## src/rtl/btn_conditioner.sv

```systemverilog
// ---------------------------------------------------------------------------
// btn_conditioner
//   Multi-channel push-button conditioner. Each channel synchronises a raw
//   button input, debounces it using a stable-count filter that advances on
//   sample_en ticks, and then presents the debounced level. It also generates
//   one-clock press and release strobes and an optional hold-to-repeat
//   strobe train.
//
// Parameters
//   N_CH          number of independent channels
//   STABLE_CNT    consecutive disagreeing ticks needed to accept a new level
//   REPEAT_DELAY  ticks from accepted press to the first repeat strobe
//   REPEAT_PERIOD ticks between subsequent repeat strobes
//
// Ports
//   clk          system clock
//   rst          synchronous, active-high reset
//   sample_en    time-base tick; debounce and repeat counters advance on it
//   rpt_en       global auto-repeat enable
//   btn_in       raw asynchronous button inputs
//   btn_lvl      debounced level (registered)
//   btn_press    one-clk strobe on an accepted 0->1 change
//   btn_release  one-clk strobe on an accepted 1->0 change
//   btn_repeat   one-clk strobe per auto-repeat event
// ---------------------------------------------------------------------------
module btn_conditioner #(
    parameter int N_CH          = 4,
    parameter int STABLE_CNT    = 20,
    parameter int REPEAT_DELAY  = 50,
    parameter int REPEAT_PERIOD = 10
) (
    input  logic            clk,
    input  logic            rst,
    input  logic            sample_en,
    input  logic            rpt_en,
    input  logic [N_CH-1:0] btn_in,
    output logic [N_CH-1:0] btn_lvl,
    output logic [N_CH-1:0] btn_press,
    output logic [N_CH-1:0] btn_release,
    output logic [N_CH-1:0] btn_repeat
);

    localparam int CNT_W   = $clog2(STABLE_CNT + 1);
    localparam int RPT_MAX = (REPEAT_DELAY > REPEAT_PERIOD) ? REPEAT_DELAY : REPEAT_PERIOD;
    localparam int RCNT_W  = $clog2(RPT_MAX + 1);

    localparam logic [CNT_W-1:0]  CNT_LAST    = CNT_W'(STABLE_CNT - 1);
    localparam logic [CNT_W-1:0]  CNT_ONE     = CNT_W'(1);
    localparam logic [RCNT_W-1:0] DELAY_LAST  = RCNT_W'(REPEAT_DELAY - 1);
    localparam logic [RCNT_W-1:0] PERIOD_LAST = RCNT_W'(REPEAT_PERIOD - 1);
    localparam logic [RCNT_W-1:0] RCNT_ONE    = RCNT_W'(1);

    typedef enum logic [1:0] {
        ST_IDLE,
        ST_WAIT,
        ST_RPT
    } rpt_state_e;

    for (genvar i = 0; i < N_CH; i++) begin : g_ch
        logic              s1_q, s2_q;
        logic              lvl_q, lvl_d;
        logic [CNT_W-1:0]  cnt_q, cnt_d;
        logic              press_q, press_d;
        logic              release_q, release_d;
        logic              rise, fall;
        rpt_state_e        state_q, state_d;
        logic [RCNT_W-1:0] rcnt_q, rcnt_d;
        logic              repeat_q, repeat_d;

        // Debounce: a new level is accepted after STABLE_CNT consecutive ticks
        // that disagree with the current level. Any agreeing tick restarts
        // the count.
        always_comb begin : debounce_next
            // NOTE: every combinationally assigned signal gets a default
            // first, so no path leaves it unassigned and no latch is inferred.
            lvl_d     = lvl_q;
            cnt_d     = cnt_q;
            rise      = 1'b0;
            fall      = 1'b0;
            if (sample_en) begin
                if (s2_q == lvl_q) begin
                    cnt_d = '0;
                end else if (cnt_q == CNT_LAST) begin
                    lvl_d = s2_q;
                    cnt_d = '0;
                    rise  = s2_q;
                    fall  = ~s2_q;
                end else begin
                    cnt_d = cnt_q + CNT_ONE;
                end
            end
            // The strobes are registered, so they appear during the clock
            // that follows the accepting edge, together with the new level.
            press_d   = rise;
            release_d = fall;
        end

        // Repeat FSM. A release or a dropped rpt_en always wins, so no repeat
        // strobe can coincide with the edge on which the level falls.
        always_comb begin : repeat_next
            state_d  = state_q;
            rcnt_d   = rcnt_q;
            repeat_d = 1'b0;
            if (!rpt_en || fall) begin
                state_d = ST_IDLE;
                rcnt_d  = '0;
            end else begin
                unique case (state_q)
                    ST_IDLE: begin
                        // Arms on the accepting edge itself, or later if rpt_en
                        // is raised while the button is already held.
                        if (rise || lvl_q) begin
                            state_d = ST_WAIT;
                            rcnt_d  = '0;
                        end
                    end
                    ST_WAIT: begin
                        if (sample_en) begin
                            if (rcnt_q == DELAY_LAST) begin
                                repeat_d = 1'b1;
                                state_d  = ST_RPT;
                                rcnt_d   = '0;
                            end else begin
                                rcnt_d = rcnt_q + RCNT_ONE;
                            end
                        end
                    end
                    ST_RPT: begin
                        if (sample_en) begin
                            if (rcnt_q == PERIOD_LAST) begin
                                repeat_d = 1'b1;
                                rcnt_d   = '0;
                            end else begin
                                rcnt_d = rcnt_q + RCNT_ONE;
                            end
                        end
                    end
                    default: begin
                        state_d = ST_IDLE;
                        rcnt_d  = '0;
                    end
                endcase
            end
        end

        // NOTE: the reset is synchronous to match the rest of the codebase.
        // It clears the synchroniser too, so the input needs two clocks to
        // propagate after reset, and no strobe can fire in the cycle after reset.
        always_ff @(posedge clk) begin
            if (rst) begin
                s1_q      <= 1'b0;
                s2_q      <= 1'b0;
                lvl_q     <= 1'b0;
                cnt_q     <= '0;
                press_q   <= 1'b0;
                release_q <= 1'b0;
                state_q   <= ST_IDLE;
                rcnt_q    <= '0;
                repeat_q  <= 1'b0;
            end else begin
                // NOTE: non-blocking assignments ensure that every flop
                // samples pre-edge values. This is what makes s1->s2 a
                // genuine two-stage synchroniser.
                s1_q      <= btn_in[i];
                s2_q      <= s1_q;
                lvl_q     <= lvl_d;
                cnt_q     <= cnt_d;
                press_q   <= press_d;
                release_q <= release_d;
                state_q   <= state_d;
                rcnt_q    <= rcnt_d;
                repeat_q  <= repeat_d;
            end
        end

        assign btn_lvl[i]     = lvl_q;
        assign btn_press[i]   = press_q;
        assign btn_release[i] = release_q;
        assign btn_repeat[i]  = repeat_q;
    end

endmodule
```

## config.mk

```make
export PLATFORM = sky130hd
export DESIGN_NAME = btn_conditioner
export DESIGN_NICKNAME = d
export VERILOG_FILES = /design/src/rtl/btn_conditioner.sv
export SDC_FILE = /design/constraint.sdc
export NUM_CORES = 1
export LEC_CHECK = 0
export BUFFER_PORTS_ARGS = -buffer_cell sky130_fd_sc_hd__buf_2
export CORE_UTILIZATION = 60
export CTS_CLUSTER_SIZE = 30
export DETAILED_ROUTE_END_ITERATION = 10
export PLACE_DENSITY = 0.78
export SETUP_SLACK_MARGIN = 0.2
export SLEW_MARGIN = 20
export SYNTH_ARGS = -nofsm -noshare
export SYNTH_HDL_FRONTEND = slang
export SYNTH_SLANG_ARGS = --single-unit
```

## constraint.sdc

```tcl
create_clock -name clk -period 2.27 [get_ports clk]
set_input_delay 0.1135 -clock clk [delete_from_list [all_inputs] [get_ports clk]]
set_output_delay 0.1135 -clock clk [all_outputs]
set_load 0.005 [all_outputs]
```

==> results.py <==
metrics = {
    "die": {
        "rows": 30,
        "die_w_um": 85.40,
        "die_height_um": 85.40,
        "dieArea_um2": 7292,
        "pin_count": 24,
        "core_area_um2": 6756,
        "start_util_pct": 61.76,
    },
    "timing": {
        "setup_viol": 0,
        "fin_crit_sh_pct": 87.00,
        "relSlewSlack_pct": 65.03,
        "worst_pin_slew_ps": 521.0,
        "rsz0062_at_grt": "false",
        "finalHoldViolCount": 0,
        "hold_ws_ps": 202.8,
        "fin_ws_ps": 295.2,
        "fin_worst_skew_ps": 6.442,
        "slew_violations": 0,
        "fmax_mhz": 506.4,
        "fin_tns_setup_ps": 0,
        "min_period_ps": 1975,
    },
    "clock_network": {
        "cts.clk_slew.worst_paths_ps": 80,
        "tritoncts": "done",
        "numCtsBuffers": 9,
        "post-cts-setup-buffer-count": 0,
        "root_buffer": "clkbuf_8",
        "worstSkewPairLatency_ps": 340,
        "cts.sinks": 76,
        "clk_path_buf_depth": 2,
        "htreeDepth": 3,
    },
    "synthesis": {
        "async_flop_share_pct": 0,
        "ys_types": 66,
        "yosys-top-cells-area": "dfxtp_1, ha_1, nand2_1",
        "yosysTopAreaCellShare_pct": 36.46,
        "synthCells": 496,
        "ys_seq_elements": 76,
        "synth_area_leader_cell": "dfxtp_1",
        "synth_nets": 528,
        "synth.avg_cell_area_um2": 8.413,
        "ys_warn_count": 0,
        "synth_area_um2": 4173,
        "yosysSeqAreaShare_pct": 36.46,
        "synthFlopType": "dfxtp_1",
        "synth_edf_count": 0,
    },
    "pwr": {
        "ir_drop_v": 0.0002785,
        "total_power_uw": 2525,
        "p_leak_uw": 0.001597,
        "powerDensity_nw_per_um2": 561.1,
    },
    "layout": {
        "seq_area_um2": 1521,
        "drive_above_1_share_pct": 12.82,
        "multi_input_area_um2": 2375,
        "antenna_cells": 0,
        "area_growth_pct": 7.826,
        "final_core_util_pct": 66.59,
        "fin_nets": 543,
        "fillerInstances": 554,
    },
    "global_route": {
        "grt_pass1_wl_mm": 13.73,
        "grt_pass1_vias": 3189,
        "overflow": 0,
        "antenna_found_initial": 0,
        "grt_max_degree": 37,
        "grt_usage_pct": 23.23,
    },
    "critical_path": {
        "reg2reg_depth": 6,
        "crit_type": "register to register",
        "reg2reg_slack_ps": 300,
        "r2r-start": "g_ch[2].rcnt_q[0]",
        "start_kind": "register",
        "crit_path_max_fanout": 7,
        "cp-end-kind": "register",
        "cp-endpoint": "g_ch[2].rcnt_q[4]",
        "worstSetupStartpoint": "g_ch[2].rcnt_q[0]",
        "r2r_end": "g_ch[2].rcnt_q[4]",
        "required_ps": 2500,
        "critPathArrivalTime_ps": 2210,
    },
    "flow_run": {
        "cap_violations": 0,
    },
    "routing": {
        "drtIter0Drc": 149,
        "wl_per_cell_um": 13.71,
        "num_vias": 3540,
        "wl_mm": 8.157,
        "viasPerCell": 5.950,
        "drc_errors": 0,
        "ant_nets": 0,
        "first_pass_iters": 7,
    },
    "place": {
        "dp_hpwl_mm": 5.754,
        "gp_congestion": 0.8591,
        "dp_slack_ps": 307.4,
        "io_buffer_count": 23,
    },
    "outcome": {
        "outcome": "finished clean",
    },
    "min_path": {
        "hold_class": "primary input to register",
        "min_path_cells": 3,
    },
}
==> flip-flops by register name, summed over array words and instances (netlist names) <==
name            count
g_ch.release_q      4
g_ch.lvl_q          4
g_ch.s2_q           4
g_ch.press_q        4
g_ch.rcnt_q        24
g_ch.state_q        8
g_ch.repeat_q       4
g_ch.cnt_q         20
g_ch.s1_q           4
==> power breakdown <==
part | leakage [uW] | switching [uW] | total (uW) | internal, uW
sequential | 0.000614 | 6.42 | 1350 | 1340
combinational | 0.000881 | 60.9 | 95.0 | 34.1
clock | 0.000102 | 473 | 1080 | 609
==> synth_stat cells, types with 4 or more instances <==
cell type	number
clkbuf_1	6
inv_1	24
a21oi_1	32
nor3b_1	4
a211oi_1	4
o21ai_1	6
nor3_1	10
or4_1	4
buf_4	17
ha_1	24
a221o_1	7
nand2_1	47
nand3_1	24
nand4b_1	11
nand4_1	4
dfxtp_1	76
buf_2	4
a31oi_1	10
o21ai_0	21
nor2_1	44
nand3b_1	8
nand2b_1	14
nor2b_1	16
and3_1	6
o31ai_1	5
==> layout make-up <==
| type | count | area share (%) |
|---|---|---|
| Clock buffer | 10 | 2.836 |
| Clock inverter | 5 | 1.724 |
| Inverter | 26 | 2.169 |
| Multi-Input combinational cell | 365 | 52.78 |
| Sequential cell | 76 | 33.82 |
| Tap cell | 80 | 2.225 |
| Timing Repair Buffer | 33 | 4.449 |
==> layout by cell type (no fill, tap or decap), types with 3 or more instances in the layout <==
cell type and instances:
a31oi_1 10, or3_1 3, ha_1 23, xnor2_1 3, dfxtp_1 76, and3_1 6
buf_4 6, nand3_1 24, nor2b_1 16, nand2_1 47, a22oi_1 3, buf_2 23
nand4_1 4, nand3b_1 8, nand4b_1 11, o31ai_1 5, o21ai_1 5, or4_1 4
dlygate4sd3_1 4, a221o_1 7, o21a_1 3, and4bb_2 3, o21ai_0 21, nor2_1 44
a21oi_1 32, mux2i_1 3, nor3_1 10, inv_1 24, nor3b_1 4, a211oi_1 4
nor4b_1 3, nand2b_1 14, clkbuf_8 9, a2bb2oi_1 3
==> how the worst min path moves through the flow <==
stage | to | startpoint | slack, ps
global placement | g_ch[1].s1_q | btn_in[1] | 320
finish | g_ch[3].repeat_q | sample_en | 200
floorplan | g_ch[0].s1_q | btn_in[0] | 240
global route | g_ch[3].repeat_q | sample_en | 200
CTS | g_ch[3].repeat_q | sample_en | 190
detailed placement | g_ch[1].s1_q | btn_in[1] | 330
==> cell families (layout without fill, tap and decap cells) <==
kind of cell	Yosys count	count (layout)	share of synthesized area [%]
AO/OA/AOI/OAI	117	117	19.04
buffers and inverters	55	74	6.866
adder cells (fa/ha/maj)	24	24	7.196
XOR/XNOR	3	3	0.6298
flip-flops	76	76	36.46
AND/OR/NAND/NOR	218	218	29.09
multiplexers	3	3	0.7197
==> per-stage QoR <==
| stage | std cells | cell area (um^2) |
|---|---|---|
| finish | 595 | 4499 |
| global route | 595 | 4499 |
| CTS | 595 | 4489 |
| detailed placement | 576 | 4244 |
| global placement | 576 | 4244 |
| floorplan | 496 | 4173 |
==> timing repair <==
action / in CTS / in global routing
setup endpoints to repair: 0 / 4
endpoints found under the hold margin: 4 / 0
resized for setup: 0 / 3
hold buffers: 4 / 0
==> critical path, stage by stage, from the launching register on <==
cell and delay [ps]:
dfxtp_1 400, ha_1 170, nand2b_1 100, o41ai_1 430, a21boi_2 190, nor3b_1 210
a221o_1 360
==> per-layer routing <==
metal	vias up	share of wire [%]	track usage, %
met5	-	0	0
met4	0	1.0	7.879
met3	10	3.3	5.350
met1	1664	48	29.63
li1	1805	-	-
met2	61	48	38.78
No activity file was read; power rests on OpenSTA's default activity.
